[src/rtl/spi_cmd_pkg.sv]
// rtl/spi_cmd_pkg.sv - shared encodings for the SPI register-access front end
package spi_cmd_pkg;

  typedef enum logic [1:0] {
    MSEL_SYS  = 2'd0,
    MSEL_IO   = 2'd1,
    MSEL_SMI  = 2'd2,
    MSEL_RSVD = 2'd3
  } msel_e;

  localparam int RW_BIT         = 7;
  localparam int RD_CAPTURE_DLY = 2;

  typedef enum logic [1:0] {
    ST_IDLE,
    ST_CMD,
    ST_DATA,
    ST_DONE
  } state_e;

  // The reserved select still strobes but must not wake any module.
  function automatic logic [3:0] msel_onehot(input msel_e msel);
    case (msel)
      MSEL_SYS: return 4'b0001;
      MSEL_IO:  return 4'b0010;
      MSEL_SMI: return 4'b0100;
      default:  return 4'b0000;
    endcase
  endfunction

endpackage

[src/rtl/spi_cmd_if_if.sv]
// rtl/spi_cmd_if_if.sv - register bus between the SPI decoder and the control modules
interface spi_cmd_if_if #(
  parameter int NUM_MOD = 4
) ();

  logic [4:0]           o_ioc;
  logic [7:0]           o_data_out;
  logic [NUM_MOD-1:0]   o_cs;
  logic                 o_fetch_cmd;
  logic                 o_load_cmd;
  logic [8*NUM_MOD-1:0] i_rd_data;

  modport master (
    output o_ioc,
    output o_data_out,
    output o_cs,
    output o_fetch_cmd,
    output o_load_cmd,
    input  i_rd_data
  );

  modport slave (
    input  o_ioc,
    input  o_data_out,
    input  o_cs,
    input  o_fetch_cmd,
    input  o_load_cmd,
    output i_rd_data
  );

endinterface

[src/rtl/spi_sync_edge.sv]
// rtl/spi_sync_edge.sv - multi-flop synchroniser with rise/fall detect on the synced level
module spi_sync_edge #(
  parameter int   STAGES  = 2,
  parameter logic RST_VAL = 1'b0
) (
  input  logic i_sys_clk,
  input  logic i_rst_b,
  input  logic i_async,
  output logic o_sync,
  output logic o_rise,
  output logic o_fall
);

  logic [STAGES-1:0] sync_q, sync_d;
  logic              prev_q, prev_d;

  always_comb begin
    sync_d = {sync_q[STAGES-2:0], i_async};
    prev_d = sync_q[STAGES-1];
  end

  always_ff @(posedge i_sys_clk or negedge i_rst_b) begin
    if (!i_rst_b) begin
      sync_q <= {STAGES{RST_VAL}};
      prev_q <= RST_VAL;
    end else begin
      sync_q <= sync_d;
      prev_q <= prev_d;
    end
  end

  assign o_sync = sync_q[STAGES-1];
  assign o_rise = sync_q[STAGES-1] & ~prev_q;
  assign o_fall = ~sync_q[STAGES-1] & prev_q;

endmodule

[src/rtl/spi_cmd_if.sv]
// rtl/spi_cmd_if.sv - SPI mode-0 slave decoding 2-byte frames into register bus strobes
module spi_cmd_if
  import spi_cmd_pkg::*;
#(
  parameter int NUM_MOD     = 4,
  parameter int SYNC_STAGES = 2
) (
  input  logic         i_sys_clk,
  input  logic         i_rst_b,
  input  logic         i_spi_sck,
  input  logic         i_spi_mosi,
  input  logic         i_spi_cs_b,
  output logic         o_spi_miso,
  output logic         o_spi_miso_oe,
  spi_cmd_if_if.master bus
);

  logic sck_rise, sck_fall, sck_sync_unused;
  logic cs_sync, cs_rise, cs_fall;

  spi_sync_edge #(.STAGES(SYNC_STAGES), .RST_VAL(1'b0)) u_sck_sync (
    .i_sys_clk (i_sys_clk),
    .i_rst_b   (i_rst_b),
    .i_async   (i_spi_sck),
    .o_sync    (sck_sync_unused),
    .o_rise    (sck_rise),
    .o_fall    (sck_fall)
  );

  spi_sync_edge #(.STAGES(SYNC_STAGES), .RST_VAL(1'b1)) u_cs_sync (
    .i_sys_clk (i_sys_clk),
    .i_rst_b   (i_rst_b),
    .i_async   (i_spi_cs_b),
    .o_sync    (cs_sync),
    .o_rise    (cs_rise),
    .o_fall    (cs_fall)
  );

  logic [SYNC_STAGES-1:0]    mosi_q, mosi_d;
  logic [SYNC_STAGES-1:0]    live_q, live_d;
  logic                      armed_q, armed_d;
  state_e                    state_q, state_d;
  logic [3:0]                bit_cnt_q, bit_cnt_d;
  logic [6:0]                sh_q, sh_d;
  logic [4:0]                ioc_q, ioc_d;
  msel_e                     msel_q, msel_d;
  logic                      rw_q, rw_d;
  logic [7:0]                data_q, data_d;
  logic [NUM_MOD-1:0]        cs_q, cs_d;
  logic                      fetch_q, fetch_d;
  logic                      load_q, load_d;
  logic [RD_CAPTURE_DLY-1:0] fetch_dly_q, fetch_dly_d;
  logic [7:0]                miso_sh_q, miso_sh_d;
  logic [7:0]                rx_byte, rd_byte;

  // live_q marks when the CS_B chain holds real pin samples rather than its reset
  // value; a frame is only accepted once CS_B has been seen high after that.
  always_comb begin
    mosi_d      = {mosi_q[SYNC_STAGES-2:0], i_spi_mosi};
    live_d      = {live_q[SYNC_STAGES-2:0], 1'b1};
    armed_d     = armed_q | (live_q[SYNC_STAGES-1] & cs_sync);
    state_d     = state_q;
    bit_cnt_d   = bit_cnt_q;
    sh_d        = sh_q;
    ioc_d       = ioc_q;
    msel_d      = msel_q;
    rw_d        = rw_q;
    data_d      = data_q;
    cs_d        = '0;
    fetch_d     = 1'b0;
    load_d      = 1'b0;
    fetch_dly_d = {fetch_dly_q[RD_CAPTURE_DLY-2:0], fetch_q};
    miso_sh_d   = miso_sh_q;
    rx_byte     = {sh_q, mosi_q[SYNC_STAGES-1]};
    rd_byte     = (msel_q == MSEL_RSVD) ? 8'h00 : bus.i_rd_data[{msel_q, 3'b000} +: 8];

    case (state_q)
      ST_IDLE: begin
        bit_cnt_d = 4'd0;
        if (cs_fall && armed_q) state_d = ST_CMD;
      end
      ST_CMD: begin
        if (cs_rise) begin
          state_d = ST_IDLE;
        end else if (sck_rise) begin
          sh_d = rx_byte[6:0];
          if (bit_cnt_q == 4'd7) begin
            bit_cnt_d = 4'd0;
            ioc_d     = rx_byte[4:0];
            msel_d    = msel_e'(rx_byte[6:5]);
            rw_d      = rx_byte[RW_BIT];
            state_d   = ST_DATA;
            if (!rx_byte[RW_BIT]) begin
              fetch_d = 1'b1;
              cs_d    = msel_onehot(msel_e'(rx_byte[6:5]));
            end
          end else begin
            bit_cnt_d = bit_cnt_q + 4'd1;
          end
        end
      end
      ST_DATA: begin
        if (cs_rise) begin
          state_d = ST_IDLE;
        end else begin
          // The fall closing byte0 arrives with bit_cnt 0 and must not shift out the MSB.
          if (!rw_q && fetch_dly_q[RD_CAPTURE_DLY-1]) begin
            miso_sh_d = rd_byte;
          end else if (!rw_q && sck_fall && bit_cnt_q != 4'd0) begin
            miso_sh_d = {miso_sh_q[6:0], 1'b0};
          end
          if (sck_rise) begin
            sh_d = rx_byte[6:0];
            if (bit_cnt_q == 4'd7) begin
              bit_cnt_d = 4'd0;
              state_d   = ST_DONE;
              if (rw_q) begin
                data_d = rx_byte;
                load_d = 1'b1;
                cs_d   = msel_onehot(msel_q);
              end
            end else begin
              bit_cnt_d = bit_cnt_q + 4'd1;
            end
          end
        end
      end
      ST_DONE: begin
        if (sck_rise && bit_cnt_q != 4'hF) bit_cnt_d = bit_cnt_q + 4'd1;
        if (cs_rise) state_d = ST_IDLE;
      end
      default: state_d = ST_IDLE;
    endcase

    if (state_d != ST_DATA) miso_sh_d = 8'h00;
  end

  always_ff @(posedge i_sys_clk or negedge i_rst_b) begin
    if (!i_rst_b) state_q <= ST_IDLE;
    else          state_q <= state_d;
  end

  always_ff @(posedge i_sys_clk or negedge i_rst_b) begin
    if (!i_rst_b) begin
      mosi_q      <= '0;
      live_q      <= '0;
      armed_q     <= 1'b0;
      bit_cnt_q   <= 4'd0;
      sh_q        <= 7'd0;
      ioc_q       <= 5'd0;
      msel_q      <= MSEL_SYS;
      rw_q        <= 1'b0;
      data_q      <= 8'h00;
      cs_q        <= '0;
      fetch_q     <= 1'b0;
      load_q      <= 1'b0;
      fetch_dly_q <= '0;
      miso_sh_q   <= 8'h00;
    end else begin
      mosi_q      <= mosi_d;
      live_q      <= live_d;
      armed_q     <= armed_d;
      bit_cnt_q   <= bit_cnt_d;
      sh_q        <= sh_d;
      ioc_q       <= ioc_d;
      msel_q      <= msel_d;
      rw_q        <= rw_d;
      data_q      <= data_d;
      cs_q        <= cs_d;
      fetch_q     <= fetch_d;
      load_q      <= load_d;
      fetch_dly_q <= fetch_dly_d;
      miso_sh_q   <= miso_sh_d;
    end
  end

  assign o_spi_miso      = miso_sh_q[7];
  assign o_spi_miso_oe   = ~cs_sync;
  assign bus.o_ioc       = ioc_q;
  assign bus.o_data_out  = data_q;
  assign bus.o_cs        = cs_q;
  assign bus.o_fetch_cmd = fetch_q;
  assign bus.o_load_cmd  = load_q;

endmodule

[src/flat_wrapper.sv]
// flat-port wrapper written by rule: the top's interface ports become plain ports
module spi_cmd_if_flat import spi_cmd_pkg::*;
#(
  parameter int NUM_MOD     = 4,
  parameter int SYNC_STAGES = 2
)
  (i_sys_clk, i_rst_b, i_spi_sck, i_spi_mosi, i_spi_cs_b, o_spi_miso, o_spi_miso_oe, bus_o_ioc, bus_o_data_out, bus_o_cs, bus_o_fetch_cmd, bus_o_load_cmd, bus_i_rd_data);
  spi_cmd_if_if #(.NUM_MOD(NUM_MOD)) bus_i ();
  input  logic i_sys_clk;
  input  logic i_rst_b;
  input  logic i_spi_sck;
  input  logic i_spi_mosi;
  input  logic i_spi_cs_b;
  output logic o_spi_miso;
  output logic o_spi_miso_oe;
  output wire logic [$bits(bus_i.o_ioc)-1:0] bus_o_ioc;
  output wire logic [$bits(bus_i.o_data_out)-1:0] bus_o_data_out;
  output wire logic [$bits(bus_i.o_cs)-1:0] bus_o_cs;
  output wire logic [$bits(bus_i.o_fetch_cmd)-1:0] bus_o_fetch_cmd;
  output wire logic [$bits(bus_i.o_load_cmd)-1:0] bus_o_load_cmd;
  input wire logic [$bits(bus_i.i_rd_data)-1:0] bus_i_rd_data;
  assign bus_o_ioc = bus_i.o_ioc;
  assign bus_o_data_out = bus_i.o_data_out;
  assign bus_o_cs = bus_i.o_cs;
  assign bus_o_fetch_cmd = bus_i.o_fetch_cmd;
  assign bus_o_load_cmd = bus_i.o_load_cmd;
  assign bus_i.i_rd_data = bus_i_rd_data;
  spi_cmd_if #(.NUM_MOD(NUM_MOD), .SYNC_STAGES(SYNC_STAGES)) u_core (.i_sys_clk(i_sys_clk), .i_rst_b(i_rst_b), .i_spi_sck(i_spi_sck), .i_spi_mosi(i_spi_mosi), .i_spi_cs_b(i_spi_cs_b), .o_spi_miso(o_spi_miso), .o_spi_miso_oe(o_spi_miso_oe), .bus(bus_i));
endmodule
[config.mk]
export PLATFORM = sky130hd
export DESIGN_NAME = spi_cmd_if_flat
export DESIGN_NICKNAME = d
export VERILOG_FILES = /design/src/rtl/spi_cmd_pkg.sv /design/src/rtl/spi_cmd_if_if.sv /design/src/rtl/spi_sync_edge.sv /design/src/rtl/spi_cmd_if.sv /design/src/flat_wrapper.sv
export SDC_FILE = /design/constraint.sdc
export NUM_CORES = 1
export LEC_CHECK = 0
export ABC_AREA = 0
export BUFFER_PORTS_ARGS = -buffer_cell sky130_fd_sc_hd__buf_2
export CAP_MARGIN = 15
export CORE_AREA = 2 2 136 85
export DETAILED_ROUTE_END_ITERATION = 16
export DIE_AREA = 0 0 138 87
export PLACE_DENSITY = 0.4
export SLEW_MARGIN = 20
export SYNTH_ARGS = -nofsm -noshare
export SYNTH_HDL_FRONTEND = slang
export SYNTH_SLANG_ARGS = --single-unit
[constraint.sdc]
create_clock -name i_sys_clk -period 3.8 [get_ports i_sys_clk]
set_input_delay 0.57 -clock i_sys_clk [delete_from_list [all_inputs] [get_ports i_sys_clk]]
set_output_delay 0.57 -clock i_sys_clk [all_outputs]
set_load 0.02 [all_outputs]
Yosys cells after proc, flatten, opt, wreduce, memory -nomap -nowiden
Cells that the tools add are included.
{"block": "totals", "reg_bits": 56}
{"block": "op_classes", "n_mux": 41, "bitwise": 11, "n_addsub": 1, "n_reduce_logical": 18, "shift": 1, "n_eq_ne": 15}
{"operator": "$mux 4", "n": 12}
{"operator": "$mux 8", "n": 6}
{"operator": "$shiftx 32x6->8", "n": 1}
{"operator": "$pmux 3 s3", "n": 2}
{"operator": "$mux 2", "n": 8}
{"operator": "$pmux 4 s3", "n": 1}
{"operator": "$eq 2x2->1 const B", "n": 5}
{"operator": "$mux 1", "n": 10}
{"operator": "$reduce_and 3->1", "n": 3}
{"operator": "$pmux 2 s4", "n": 1}
{"operator": "$pmux 4 s2", "n": 1}
{"operator": "$eq 2x1->1 const B", "n": 3}
{"operator": "$logic_not 2->1", "n": 3}
{"operator": "$ne 2x2->1 const B", "n": 3}
{"operator": "$and 1x1->1", "n": 5}
{"operator": "$logic_and 1x1->1", "n": 5}
{"operator": "$not 1->1", "n": 5}
{"operator": "$reduce_and 5->1", "n": 1}
{"operator": "$add 4x1->4 const B", "n": 1}
{"operator": "$eq 4x3->1 const B", "n": 1}
{"operator": "$ne 2x1->1 const B", "n": 2}
{"operator": "$ne 4x4->1 const B", "n": 1}
{"operator": "$reduce_and 4->1", "n": 1}
{"operator": "$reduce_bool 4->1", "n": 1}
{"operator": "other kinds (5)", "n": 5}

Logic depth before layout (Yosys ltp)
{"block": "logic_depth", "depth_word": 9, "mapped_depth": 6}

Hierarchy
Synthesis repeated with hierarchy kept, for this count alone.
{"block": "hier_totals", "hier_cells": 219, "hier_area_um2": 2568.7}
{"mod": "spi_cmd_if", "n_inst": 1, "cells_per_inst": 209, "area_each_um2": 2384.8, "seq_area_each_um2": 1226.2}
{"mod": "spi_sync_edge (u_core.u_cs_sync)", "n_inst": 1, "cells_per_inst": 5, "area_each_um2": 93.8, "seq_area_each_um2": 78.8}
{"mod": "spi_sync_edge (u_core.u_sck_sync)", "n_inst": 1, "cells_per_inst": 5, "area_each_um2": 90.1, "seq_area_each_um2": 75.1}

Least setup slack after synthesis
Ideal clock, no wire load.
{"block": "synth_timing", "path_type": "register to register", "startpoint": "register u_core.bit_cnt_q[0]", "endpoint": "register u_core.miso_sh_q[7]", "synth_period_minus_slack_ns": 1.656, "setup_ns": 0.104, "path_stages_with_launch": 7, "arrival_ns": 1.552, "t_required_ns": 3.696, "slack_ns": 2.144, "path_cell_list": "dfrtp_1 > inv_1 > ha_1 > or3b_4 > a31oi_4 > o21ai_0 > a221oi_1"}
{"block": "synth_between", "elab_chain_len": 8, "elab_cells_between_ends": 16, "cone_classes": "3 x eq/ne; 8 x mux; 5 x reduce/logical"}
{"item": "from (decl)", "line_no": "spi_cmd_if.sv:43", "rtl": "logic [3:0] bit_cnt_q, bit_cnt_d;"}
{"item": "from (signal assigned)", "line_no": "spi_cmd_if.sv:163", "rtl": "bit_cnt_q <= bit_cnt_d;"}
{"item": "$eq 4x3->1", "line_no": "spi_cmd_if.sv:87, spi_cmd_if.sv:114"}
{"item": "$mux 2, on equally long branches", "line_no": "spi_cmd_if.sv:114, spi_cmd_if.sv:87"}
{"item": "$mux 2, on equally long branches", "line_no": "spi_cmd_if.sv:112, spi_cmd_if.sv:85"}
{"item": "$mux 2, on equally long branches", "line_no": "spi_cmd_if.sv:103, spi_cmd_if.sv:83"}
{"item": "$pmux 2 s4", "line_no": "spi_cmd_if.sv:77", "rtl": "case (state_q)"}
{"item": "$ne 2x2->1", "line_no": "spi_cmd_if.sv:135", "rtl": "if (state_d != ST_DATA) miso_sh_d = 8'h00;"}
{"item": "$ne 2x2->1 (no line), or another cell as far along"}
{"item": "$reduce_and 3->1 (no line)"}
{"item": "to (signal assigned)", "line_no": "spi_cmd_if.sv:173", "rtl": "miso_sh_q <= miso_sh_d;"}
{"item": "to (decl)", "line_no": "spi_cmd_if.sv:53", "rtl": "logic [7:0] miso_sh_q, miso_sh_d;"}
Several ways; a longest one is shown, not always the timed one.
A chain may end at the register's enable or synchronous reset.

Worst setup path in the final report
{"block": "layout_timing", "startpoint": "register u_core.u_cs_sync.prev_q", "endpoint": "register u_core.cs_q[2] (netlist: u_core.bus.o_cs[2])"}
{"block": "layout_between", "elab_chain_len": 4, "elab_cells_between_ends": 5, "cone_classes": "3 x mux; 2 x bitwise"}
{"item": "from (decl)", "line_no": "spi_sync_edge.sv:15", "rtl": "logic prev_q, prev_d;"}
{"item": "from (signal assigned)", "line_no": "spi_sync_edge.sv:28", "rtl": "prev_q <= prev_d;"}
{"item": "$not 1->1 *", "line_no": "spi_sync_edge.sv:33", "rtl": "assign o_rise = sync_q[STAGES-1] & ~prev_q;"}
{"item": "$and 1x1->1 *", "line_no": "spi_sync_edge.sv:33"}
{"item": "$mux 4, on equally long branches", "line_no": "spi_cmd_if.sv:103, spi_cmd_if.sv:83"}
{"item": "$pmux 4 s2 *", "line_no": "spi_cmd_if.sv:77"}
{"item": "named net u_core.cs_d[2]", "line_no": "spi_cmd_if.sv:49", "rtl": "logic [NUM_MOD-1:0] cs_q, cs_d;"}
{"item": "to (signal assigned)", "line_no": "spi_cmd_if.sv:169", "rtl": "cs_q <= cs_d;"}
{"item": "to (decl)", "line_no": "spi_cmd_if.sv:49"}
Mark *: on every way through the listed nets, which the timed path passes. The rest lies on a longest branch.

==> results list <==
- The number of nets handed over by synthesis was ~260.
- Post-route design area: 3190 um^2
* Buffer depth of the longest clock path: 2
* Achievable frequency: roughly 440 MHz
- After floorplanning, the core was divided into 30 placement rows.
* Root buf cell: clkbuf_16
* Final setup vio count: 0
- Using the TritonRoute via totals, the vias-per-cell ratio works out to 4.68.
- Hold bufs inserted after CTS: 0
- The synthesized design spends more area on one cell type than any other, namely dfrtp_1.
- In this run the static leakage power is 0.00145 uW.
* Post-Syn Area: 2650 um^2
* Vertical extent of the die: approximately 87 um
* Number of fillers in the final layout: 1,141
- Clock insertion delay at the later pin of the skew report: approximately 0.29 ns
- Counting flops with a built-in enable in the synthesized netlist gives 0.
- Dividing total power by cell area gives a power density of approximately 430 nW/um^2.
- The synthesized netlist contains 46 unique library cells.
* Total global routing overflow: 0
* Average cell area after synthesis: between 10 and 15 um^2
- Clock-pin slew was measured on the worst setup and hold paths at around 0.070 ns.
- Yosys top cell area share: between 40% and 50%
- Max-cap violations in this run came to 0.
- First-pass GRT wire length: between 10,000 and 15,000 um
- Combined area of the multi-input logic cells: 1180 um^2
* Number of port buffers: 48
- Wire length after detailed routing: around 6200 um
* Post-route fraction of the period consumed by the critical path: between 50% and 60%
- For this run, design rule violations remaining after detail routing come to 0.
- TritonCTS created 5 clock buffers.
- The number of hold violations in the final report was 0.
- Arrival @ worst endpoint: 2.50 ns
- For the final routed database, the setup TNS stands at 0 ns.
- Total number of clock tree sinks: 55
- The core region is 10,900 um^2.
* Total of cells resized after clock tree synthesis: 0
- Initial antenna violation count: 0
* Via Count: 1,929
- Synth cell count leaders: dfrtp_1, o21ai_0, mux2_2
- Status: finished, final reports clean
- Most used standard cell by instance count after synthesis: dfrtp_1
- All-Layer GR Usage: between 10% and 20%
- Top-Level Pins: between 50 and 60
- Slew Limit Headroom: between 30 and 40%
- Max H-tree Level: 2
* Number of instances in the synthesized netlist: roughly 220
* Main synth FF type: dfrtp_1
- TritonCTS built the clock tree.
* YS warnings: 0
- Cells with a size suffix above 1 make up a little over a third of the layout.
- Crit Path Category: reg -> reg
* Die outline width: 138 um
- Area of the die: between 10,000 and 15,000 um^2
- The clock arrives with between 0.004 and 0.005 ns of skew.
- Clock period minus final worst setup slack: 2.27 ns
- Measured on the finished design, the core utilization comes to between 20% and 30%.
- Worst Slack Setup Final: 1.53 ns
* Post-CTS Repair Setup Buffers: 0
- The first detailed-routing pass ran for 4 iterations.
- Share of flip-flops with an asynchronous set or reset: 100%
- Detailed placement ended at an HPWL of 4220 um.
* Required time reported for the critical path endpoint: between 4 and 5 ns
* Via count of the first global-routing pass: roughly 2.0k
* Initial detailed-routing violation count: 100
- The path class of the tightest hold or removal check is in -> async.
* Final number of max-transition violations: 0
- Once detail routing completed, the nets flagged for antenna violations numbered 0.
* Routability Congestion: 0.795
- Setup repair after global routing left no endpoint under its margin.
* DP Worst Slack: 1.53 ns
- Slew at the pin closest to its max-slew limit: between 0.9 and 1 ns
- Setup crit start kind: flop
- FF+latch count, synth: 55
- Across the whole layout, storage elements account for between 1000 and 1500 um^2.
- Antenna diode count: 0
* Growth of design area from synthesis to finish: 20.6%
- STA classifies the critical path endpoint as a flop.
* Peak fanout along the critical path: 12
- Once placement finished, the instance area stood at slightly above 3000 um^2.
- The initial utilization of the core area, before any placement, comes to around 24%.
* Total Nets Final: 310
- Worst IR drop on VDD: ~0.16 mV
* Wirelength per Cell: approximately 15 um
- After synthesis, flip-flops and latches occupy a little over half of the total area.
- Dominant cells by area after synthesis: dfrtp_1, mux2_2, mux2_4, mux2i_1, dfstp_2
- Maximum number of pins on one net before global-route repair: 33
## per-stage QoR
stage / hold slack (ns) / total power (uW) / std cells
2_1_floorplan: 0.274 / 809 / 219
3_3_place_gp: 0.333 / 893 / 404
3_5_place_dp: 0.336 / 891 / 404
4_1_cts: 0.354 / 1390 / 412
5_1_grt: 0.359 / 1440 / 412
6_report: 0.343 / 1370 / 412
## final timing paths
kind / startpoint / endpoint / slack [ns] / cells after the start
worst max-delay path: u_core.u_cs_sync.prev_q$_DFF_PN1_ / u_core.bus.o_cs[2]$_DFF_PN0_ / 1.53 / 4
worst min-delay path: i_rst_b / u_core.bit_cnt_q[2]$_DFFE_PN0P_ / 0.34 / 1
worst max register to register: u_core.u_cs_sync.prev_q$_DFF_PN1_ / u_core.bus.o_cs[2]$_DFF_PN0_ / 1.53 / 4
worst min register to register: u_core.mosi_q[0]$_DFF_PN0_ / u_core.mosi_q[1]$_DFF_PN0_ / 0.35 / 0
max in group asynchronous: i_rst_b / u_core.u_cs_sync.sync_q[1]$_DFF_PN1_ / 2.73 / 2
min in group i_sys_clk: u_core.mosi_q[0]$_DFF_PN0_ / u_core.mosi_q[1]$_DFF_PN0_ / 0.35 / 0
## sequential cells by signal (all words and copies together), names as in the netlist
| name | cells |
|---|---|
| u_core.sh_q | 7 |
| u_core.bus.o_ioc | 5 |
| u_core.bit_cnt_q | 4 |
| u_core.bus.o_fetch_cmd | 1 |
| u_core.state_q | 2 |
| u_core.armed_q | 1 |
| u_core.mosi_q | 2 |
| u_core.bus.o_cs | 3 |
| u_core.rw_q | 1 |
| u_core.fetch_dly_q | 2 |
| u_core.u_sck_sync.prev_q | 1 |
| u_core.u_cs_sync.prev_q | 1 |
| u_core.msel_q | 2 |
| u_core.miso_sh_q | 8 |
| u_core.u_cs_sync.sync_q | 2 |
| u_core.bus.o_data_out | 8 |
| u_core.u_sck_sync.sync_q | 2 |
| u_core.live_q | 2 |
| u_core.bus.o_load_cmd | 1 |
## layout by cell type, fill, tap and decap left out, drive strengths merged, types with 3 or more instances in the layout
master  Yosys  layout
buf         6      50
dfrtp      52      52
mux2i       9       9
a221oi      8       8
nand2       4       4
mux2       21      21
clkbuf      3       6
nor2b       5       5
o21ai      16      16
inv        10      11
ha          6       6
nand4      10      10
o211ai      9       9
nand3       4       4
nor2        4       4
nand3b     10      10
dfstp       3       3
a31oi       3       3
or2         6       6
## report_power, final
part	internal, uW	switching (uW)
clock network	269	223
logic	87.6	124
registers	624	43.0
total	981	390
## layout make-up
class,instances,share of cell area [%]
sequential,55,43.2
multi-input combinational,145,37.0
timing repair buffer,50,8.00
tap,144,5.64
clock buffer,6,4.35
inverter,10,1.18
clock inverter,2,0.627
## routing by layer
layer | share of wire [%] | up-vias | GRT usage [%]
met5 | 0 | - | 0
met4 | 0.89 | 0 | 2.50
met3 | 5.1 | 6 | 3.41
met2 | 41 | 43 | 15.7
met1 | 53 | 964 | 15.9
li1 | - | 916 | -
## worst max-delay path, cell delays in order (launching register included)
cell and delay [ns]:
dfstp_2 0.55, nand2b_1 0.28, nand4_1 0.59, nor4b_1 0.59, a32o_1 0.19
## cells by family (layout without fill, tap and decap cells)
family,Yosys count,in the layout,share of synthesized area [%]
buf+inv,19,68,3.31
flops,55,55,52.1
fa+ha+maj,6,6,2.84
mux,30,30,13.3
compound gates,47,47,13.3
simple gates,60,60,14.8
other cells,2,2,0.284
Power figures use the tool's default switching activity.
